## src/rtl/otter_intr_pkg.sv

```systemverilog
// Shared types and constants for the OTTER interrupt controller.
package otter_intr_pkg;

    typedef enum logic [1:0] {
        IDLE    = 2'd0,
        REQUEST = 2'd1,
        SERVICE = 2'd2
    } intr_state_e;

    localparam logic [1:0] REG_ENABLE    = 2'd0;
    localparam logic [1:0] REG_PENDING   = 2'd1;
    localparam logic [1:0] REG_ACTIVE_ID = 2'd2;
    localparam logic [1:0] REG_MODE      = 2'd3;

    localparam int ACTIVE_INSVC_BIT = 31;

    // Index of the lowest set bit; scanning downward lets the lowest index overwrite.
    function automatic logic [4:0] lowest_set(input logic [31:0] vec);
        logic [4:0] idx;
        idx = 5'd0;
        for (int i = 31; i >= 0; i--) begin
            if (vec[i]) begin
                idx = 5'(i);
            end else begin
                idx = idx;
            end
        end
        return idx;
    endfunction

endpackage

```

## src/rtl/otter_irq_sync.sv

```systemverilog
// Per-source synchronizer chain with a trailing history flop for rising-edge detect.
module otter_irq_sync #(
    parameter int SYNC_STAGES = 2
) (
    input  logic clk_i,
    input  logic rst_i,
    input  logic irq_i,
    output logic sync_level_o,
    output logic rise_pulse_o
);

    logic [SYNC_STAGES-1:0] sync_q;
    logic                   prev_q;

    // Synchronizer shift chain and previous-value flop.
    always_ff @(posedge clk_i) begin
        if (rst_i) begin
            sync_q <= {SYNC_STAGES{1'b0}};
            prev_q <= 1'b0;
        end else begin
            sync_q <= {sync_q[SYNC_STAGES-2:0], irq_i};
            prev_q <= sync_q[SYNC_STAGES-1];
        end
    end

    assign sync_level_o = sync_q[SYNC_STAGES-1];
    assign rise_pulse_o = sync_q[SYNC_STAGES-1] & ~prev_q;

endmodule

```

## src/rtl/otter_intr_ctrl.sv

```systemverilog
// Fixed-priority interrupt controller feeding the single CS_INTR line of the control FSM,
// with an MMIO window for enable, pending (W1C), active ID and edge/level mode.
module otter_intr_ctrl
    import otter_intr_pkg::*;
#(
    parameter int NUM_SRC     = 8,
    parameter int SYNC_STAGES = 2,
    parameter int ID_W        = (NUM_SRC > 1) ? $clog2(NUM_SRC) : 1
) (
    input  logic               CLK,
    input  logic               RST,
    input  logic [NUM_SRC-1:0] IRQ_IN,
    input  logic               INT_TAKEN,
    input  logic               MRET_EXEC,
    input  logic               CFG_WE,
    input  logic [1:0]         CFG_ADDR,
    input  logic [31:0]        CFG_WDATA,
    output logic [31:0]        CFG_RDATA,
    output logic               INTR_OUT,
    output logic [ID_W-1:0]    INTR_ID,
    output logic               IN_SERVICE
);

    logic [NUM_SRC-1:0] sync_level_s;
    logic [NUM_SRC-1:0] rise_s;
    logic [NUM_SRC-1:0] enable_q, enable_d;
    logic [NUM_SRC-1:0] pending_q, pending_d;
    logic [NUM_SRC-1:0] mode_q, mode_d;
    logic [NUM_SRC-1:0] eligible_s;
    logic [NUM_SRC-1:0] w1c_s;
    logic [NUM_SRC-1:0] take_clr_s;
    logic [NUM_SRC-1:0] wdata_src_s;
    logic [ID_W-1:0]    intr_id_q, intr_id_d;
    logic [ID_W-1:0]    winner_s;
    logic               take_s;
    intr_state_e        state_q, state_d;

    for (genvar g = 0; g < NUM_SRC; g++) begin : g_sync
        otter_irq_sync #(
            .SYNC_STAGES (SYNC_STAGES)
        ) u_sync (
            .clk_i        (CLK),
            .rst_i        (RST),
            .irq_i        (IRQ_IN[g]),
            .sync_level_o (sync_level_s[g]),
            .rise_pulse_o (rise_s[g])
        );
    end

    assign wdata_src_s = CFG_WDATA[NUM_SRC-1:0];
    assign eligible_s  = pending_q & enable_q;
    assign winner_s    = ID_W'(lowest_set(32'(eligible_s)));

    // Arbitration and service-tracking state machine.
    always_comb begin
        state_d   = state_q;
        intr_id_d = intr_id_q;
        take_s    = 1'b0;
        case (state_q)
            IDLE: begin
                if (|eligible_s) begin
                    intr_id_d = winner_s;
                    state_d   = REQUEST;
                end else begin
                    state_d = IDLE;
                end
            end
            REQUEST: begin
                // Taking the interrupt beats a same-cycle withdraw.
                if (INT_TAKEN) begin
                    take_s  = 1'b1;
                    state_d = SERVICE;
                end else if (!eligible_s[intr_id_q]) begin
                    state_d = IDLE;
                end else begin
                    state_d = REQUEST;
                end
            end
            SERVICE: begin
                if (MRET_EXEC) begin
                    state_d = IDLE;
                end else begin
                    state_d = SERVICE;
                end
            end
            default: begin
                state_d = IDLE;
            end
        endcase
    end

    // Configuration register next-state and pending set/clear logic.
    always_comb begin
        enable_d   = enable_q;
        mode_d     = mode_q;
        w1c_s      = {NUM_SRC{1'b0}};
        take_clr_s = {NUM_SRC{1'b0}};
        if (CFG_WE) begin
            case (CFG_ADDR)
                REG_ENABLE:  enable_d = wdata_src_s;
                REG_PENDING: w1c_s    = wdata_src_s;
                REG_MODE:    mode_d   = wdata_src_s;
                default:     enable_d = enable_q;
            endcase
        end else begin
            enable_d = enable_q;
        end
        for (int i = 0; i < NUM_SRC; i++) begin
            take_clr_s[i] = take_s && (intr_id_q == ID_W'(i));
        end
        // Level sources mirror the synchronized line; edge sources latch with set over clear.
        pending_d = (mode_q & sync_level_s)
                  | (~mode_q & ((pending_q & ~(w1c_s | take_clr_s)) | rise_s));
    end

    // State and configuration registers.
    always_ff @(posedge CLK) begin
        if (RST) begin
            state_q   <= IDLE;
            intr_id_q <= {ID_W{1'b0}};
            enable_q  <= {NUM_SRC{1'b0}};
            pending_q <= {NUM_SRC{1'b0}};
            mode_q    <= {NUM_SRC{1'b0}};
        end else begin
            state_q   <= state_d;
            intr_id_q <= intr_id_d;
            enable_q  <= enable_d;
            pending_q <= pending_d;
            mode_q    <= mode_d;
        end
    end

    // MMIO read mux.
    always_comb begin
        CFG_RDATA = 32'h0000_0000;
        case (CFG_ADDR)
            REG_ENABLE:  CFG_RDATA = 32'(enable_q);
            REG_PENDING: CFG_RDATA = 32'(pending_q);
            REG_ACTIVE_ID: begin
                CFG_RDATA                   = 32'(intr_id_q);
                CFG_RDATA[ACTIVE_INSVC_BIT] = (state_q == SERVICE);
            end
            REG_MODE:    CFG_RDATA = 32'(mode_q);
            default:     CFG_RDATA = 32'h0000_0000;
        endcase
    end

    assign INTR_OUT   = (state_q == REQUEST);
    assign IN_SERVICE = (state_q == SERVICE);
    assign INTR_ID    = intr_id_q;

endmodule
```

## config.mk

```make
export PLATFORM = sky130hd
export DESIGN_NAME = otter_intr_ctrl
export DESIGN_NICKNAME = d
export VERILOG_FILES = /design/src/rtl/otter_intr_pkg.sv /design/src/rtl/otter_irq_sync.sv /design/src/rtl/otter_intr_ctrl.sv
export SDC_FILE = /design/constraint.sdc
export NUM_CORES = 1
export LEC_CHECK = 0
export CORE_UTILIZATION = 45
export CTS_BUF_LIST = sky130_fd_sc_hd__clkbuf_16
export DETAILED_ROUTE_END_ITERATION = 6
export GPL_ROUTABILITY_DRIVEN = 0
export GPL_TIMING_DRIVEN = 0
export PLACE_DENSITY = 0.85
export SYNTH_ARGS = -nofsm -noshare
export SYNTH_HDL_FRONTEND = slang
export SYNTH_HIERARCHICAL = 1
export SYNTH_SLANG_ARGS = --single-unit
```

## constraint.sdc

```tcl
create_clock -name CLK -period 2.1 [get_ports CLK]
set_input_delay 0.525 -clock CLK [delete_from_list [all_inputs] [get_ports CLK]]
set_output_delay 0.525 -clock CLK [all_outputs]
set_load 0.05 [all_outputs]
```

After elaboration in Yosys (flattened, before gate mapping) --
Cells that the tools add are included.
Storage, ports and cells: bits in registers 53, input port bits 47, output and inout port bits 37, word-level logic and storage cells 94
Operators by class: magnitude comparators 1, equality and inequality tests 12, mux-type cells 20, bitwise operators 25, reduce and logical (&&, ||, !) cells 15
Operators by type and width (count):
- case mux 32 bit (4 select lines) | 1
- bitwise AND 8 bit | 4
- two-way mux 3 bit | 8
- OR 8 bit | 3
- two-way mux 8 bit | 2
- inverter 8 bit | 2
- == test 3 bit (second input constant) | 4
- bitwise AND 1 bit | 8
- logical AND 1 bit | 8
- inverter 1 bit | 8
- OR reduction 8 bit | 1
- == test 2 bit (second input constant) | 3
- == test 3 x 2 -> 1 bit (second input constant) | 2
- case mux 2 bit (3 select lines) | 1
- AND reduction 2 bit | 3
- two-way mux 1 bit | 5
- == test 2 x 1 -> 1 bit (second input constant) | 2
- zero test 2 bit | 2
- less-than comparator 3 x 4 -> 1 bit (second input constant) | 1
- two-way mux 2 bit | 2
- binary-select mux 1 bit (select 3 bit) | 1
- == test 3 x 1 -> 1 bit (second input constant) | 1
- zero test 3 bit | 1

Longest topological paths before layout --
depth in word-level cells 9, mapped depth 5, depth with buffers taken out 4

Hierarchy --
Netlist, hierarchy kept.
By module, submodules not included:
- otter_intr_ctrl | instances 1, cells an instance 210, area an instance 1751.7 µm², sequential area each 580.6 µm²
- otter_irq_sync | instances 8, cells an instance 7, area an instance 87.6 µm², sequential area each 60.1 µm²

Worst setup path before layout --
No wires, ideal clock.
path kind input-to-output, from input CFG_ADDR[0], to output CFG_RDATA[3], arrival time 1.939 ns, required time 1.575 ns, path slack -0.364 ns, stages on the path 3, buffers on the path 1, cells stage by stage buf_2 -> mux2i_1 -> o21ai_0
Between the ends: cells in the longest elaborated chain, start to end 2, elaborated cells on any way between the ends 5, those cells by class eq/ne (3); mux (1); reduce/logical (1)
Ends and longest elaborated chain:
- start: declaration | RTL line otter_intr_ctrl.sv:16 | input logic [1:0] CFG_ADDR,
- == test 2 bit (tied with other cells) | RTL line otter_intr_ctrl.sv:136 | case (CFG_ADDR)
- case mux 32 bit (4 select lines) (*) | RTL line otter_intr_ctrl.sv:136
- end: declaration | RTL line otter_intr_ctrl.sv:18 | output logic [31:0] CFG_RDATA,
Mark *: on every way between the ends. The rest lies on a longest branch, timed or not. The select of a mux whose other input is x is not followed.

Final worst setup path --
from register intr_id_q[2], in the netlist INTR_ID[2], to output INTR_ID[2]
RTL lines:
- start: declaration | RTL line otter_intr_ctrl.sv:33 | logic [ID_W-1:0] intr_id_q, intr_id_d;
- start signal: assignment | RTL line otter_intr_ctrl.sv:120 | intr_id_q <= {ID_W{1'b0}};
- start signal: assignment | RTL line otter_intr_ctrl.sv:126 | intr_id_q <= intr_id_d;
- end: declaration | RTL line otter_intr_ctrl.sv:20 | output logic [ID_W-1:0] INTR_ID,
No word-level cell between the ends.

==> impl_results.md <==
* Status: completed
* CTS tree: done
* CP Capture Type: output port
* Tightest Pin Transition at 0.765 ns
* Clock slew at reported path FFs at 0.06 ns
* H-Tree Depth at 2
* PD cells at 707 nW/um^2
* Buffers added on ports at 36
* CP max stage cell: clkdlybuf4s50_1
* Sw Ratio at 27.3%
* Core region area at 5170 um^2
* Num CTS Buffers at 5
* P&R area growth vs syn at 29.6%
* Clock Tree Buf Depth at 2
* Rows at 26
* Fmax at 494 MHz
* Rel. slew slack at 49.0%
* Vias at 2,080
* Max-Cap Viols at 0
* Placed cells at 394
* Filler Cells Inserted at 432
* Area leader, netlist: dfxtp_1
* Pint at 1630 uW
* First-pass GRT wire length at 9.16 mm
* Worst VDD drop at 0.413 mV
* Overflow after GRT at 0
* Post-route minimum period at 2.02 ns
* P_leak at 0.00129 uW
* Final ANT Viol Nets at 0
* Area contributors post-synth: dfxtp_1 43%, nor2b_1 8.9%, buf_4 7.0%
* FF-to-FF Start: INTR_ID[0]
* Combinational Power Share at 17.6%
* Type of the worst setup path: flip-flop to output port
* Critical path origin: INTR_ID[2]
* Die H at 75.8 um
* Final setup TNS at 0 ns
* Final setup fails at 0
* Synth warn at 6
* Crit path DAT at 1.50 ns
* Die width at 75.8 um
* Drt total wl at 5.57 mm
* Register area at 1060 um^2
* Clk Tree Root Cell: clkbuf_16
* Global-route usage over all layers at 22.0%
* Final non-filler cell total at 402
* Initial antenna violation count at 0
* Synth top area share at 43.3%
* Sequential area share after synthesis at 43.3%
* FF+latch count, synth at 53
* Clk_lat worst skew at 0.29 ns
* RSZ-0062 raised after global routing: false
* Synthesized area per cell at 9.22 um^2
* Remaining DRCs at 0
* Setup crit start kind: flip-flop
* DIE AREA at 5750 um^2
* Commonest non-fill, non-tap cell in the layout: dfxtp_1
* CP max FO at 5
* Worst Hold Launch: g_sync[4].u_sync/sync_q[0]
* Wire per inst at 13.9 um
* Slew Viols, Final at 0
* Critical Path RT at 1.57 ns
* Core Util, Final at 61.5%
* Hold_ws at 0.437 ns
* Largest net degree at the start of global routing at 29
* I/O pin cnt at 84
* Clock power frac at 33.9%
* 1st-iter DRT viols at 176
* Cell area after synthesis at 2450 um^2
* Vias/cell at 5.17
* Vias in the first global route at 1,935
* Worst clock skew at 0.00444 ns
* Synth cell types at 34
* Flop pwr share at 48.5%
* Commonest cells after routing, fill and taps aside: 53 x dfxtp_1, 40 x nand2_1, 34 x nor2b_1
* Multi-input logic area at 1270 um^2
* Starting Density at 47.4%
* Final hold violation count at 0
* Share of cells above drive strength 1 at 21.1%
* # clock sinks at 53
* DR pass1 iterations at 5
* Net Sw Power at 613 uW
* Delay-heaviest family, CP: buffers and inverters
* CP bufs+invs at 1
* Nets at 380
* Hold crit path type: flip-flop to flip-flop
* Antenna Cells at 0
* Post-DP HPWL at 3.80 mm
* Final period util at 96.3%
* CP cell instances: clkdlybuf4s50_1
* Post-synthesis cell count at 266
* Max incr delay on CP at 0.83 ns
==> final timing paths <==
check | to | slack, ns | depth (start not counted)
worst min register to register | g_sync[4].u_sync/sync_q[1] | 0.44 | 1
worst min-delay path | g_sync[4].u_sync/sync_q[1] | 0.44 | 1
worst max-delay path | INTR_ID[2] | 0.08 | 1
worst max register to register | state_q[0] | 0.54 | 4
==> kinds of logic after synthesis <==
logic type      after synthesis  synth area share, %
simple gates                122                 26.5
flops                        53                 43.3
mux                          19                 10.8
buf+inv                      36                 9.13
other cells                   1                0.153
compound gates               35                 10.1
==> stage by stage <==
step	cell area [um^2]	total power, uW	setup WS, ns
global route	3180	2340	0.00130
detailed placement	3000	1490	-1.18
floorplan	2550	1380	-0.00259
global placement	3000	1480	-1.16
finish	3180	2250	0.0770
CTS	3190	2250	0.0105
==> routing by layer <==
| metal | global-route usage, % | routed length, um | vias up |
|---|---|---|---|
| li1 | - | - | 1009 |
| met1 | 28.3 | 2410 | 973 |
| met3 | 6.22 | 365 | 12 |
| met4 | 11.3 | 112 | 0 |
| met5 | 0 | 0 | - |
| met2 | 33.8 | 2680 | 86 |
==> registers in the layout, summed over array words and instances (netlist names) <==
register              count
INTR_ID                   3
enable_q                  8
g_sync.u_sync/prev_q      8
g_sync.u_sync/sync_q     16
mode_q                    8
pending_q                 8
state_q                   2
==> power groups by stage <==
stage | Combinational [uW] | Clock [uW] | Sequential (uW)
floorplan | 269 | 0 | 1110
finish | 396 | 762 | 1090
global route | 424 | 821 | 1090
global placement | 373 | 0 | 1110
CTS | 394 | 771 | 1090
detailed placement | 379 | 0 | 1110
==> repair_timing <==
action                     CTS  global route
setup buffers                2             0
cloned                       1             0
setup endpoints to repair   37             3
resized for setup           86             2
hold buffers                 0             0
pin swaps                    1             0
==> synthesized netlist by cell type <==
library cell  instances
and3b_1               2
inv_2                 1
nor3_1                8
o21ai_0               7
and4b_1               1
a311oi_1              8
nand4_1               1
conb_1                1
dfxtp_1              53
a31oi_1               1
nor3b_1               1
nand4b_1              1
inv_1                 3
nand2_1              40
a21oi_1               8
and2_0                1
and2b_1               1
a221oi_1              2
nor2_1               12
clkbuf_1              7
a32o_1                2
nor2b_2               8
mux4_2                2
mux2_2                1
mux2i_1              13
nand3_1              10
buf_4                23
nor2b_1              35
o22ai_2               1
buf_2                 2
mux4_1                3
a211o_1               1
a22oi_1               5
and4bb_2              1
==> final cells by class <==
| type | count | share of cell area, % |
|---|---|---|
| Timing Repair Buffer | 39 | 12.0 |
| Inverter | 4 | 0.472 |
| Buffer | 31 | 7.32 |
| Clock buffer | 5 | 3.94 |
| Multi-Input combinational cell | 199 | 39.9 |
| Sequential cell | 53 | 33.4 |
| Clock inverter | 1 | 0.157 |
| Tap cell | 70 | 2.75 |
Note: power is estimated with default switching activity, not from simulation.
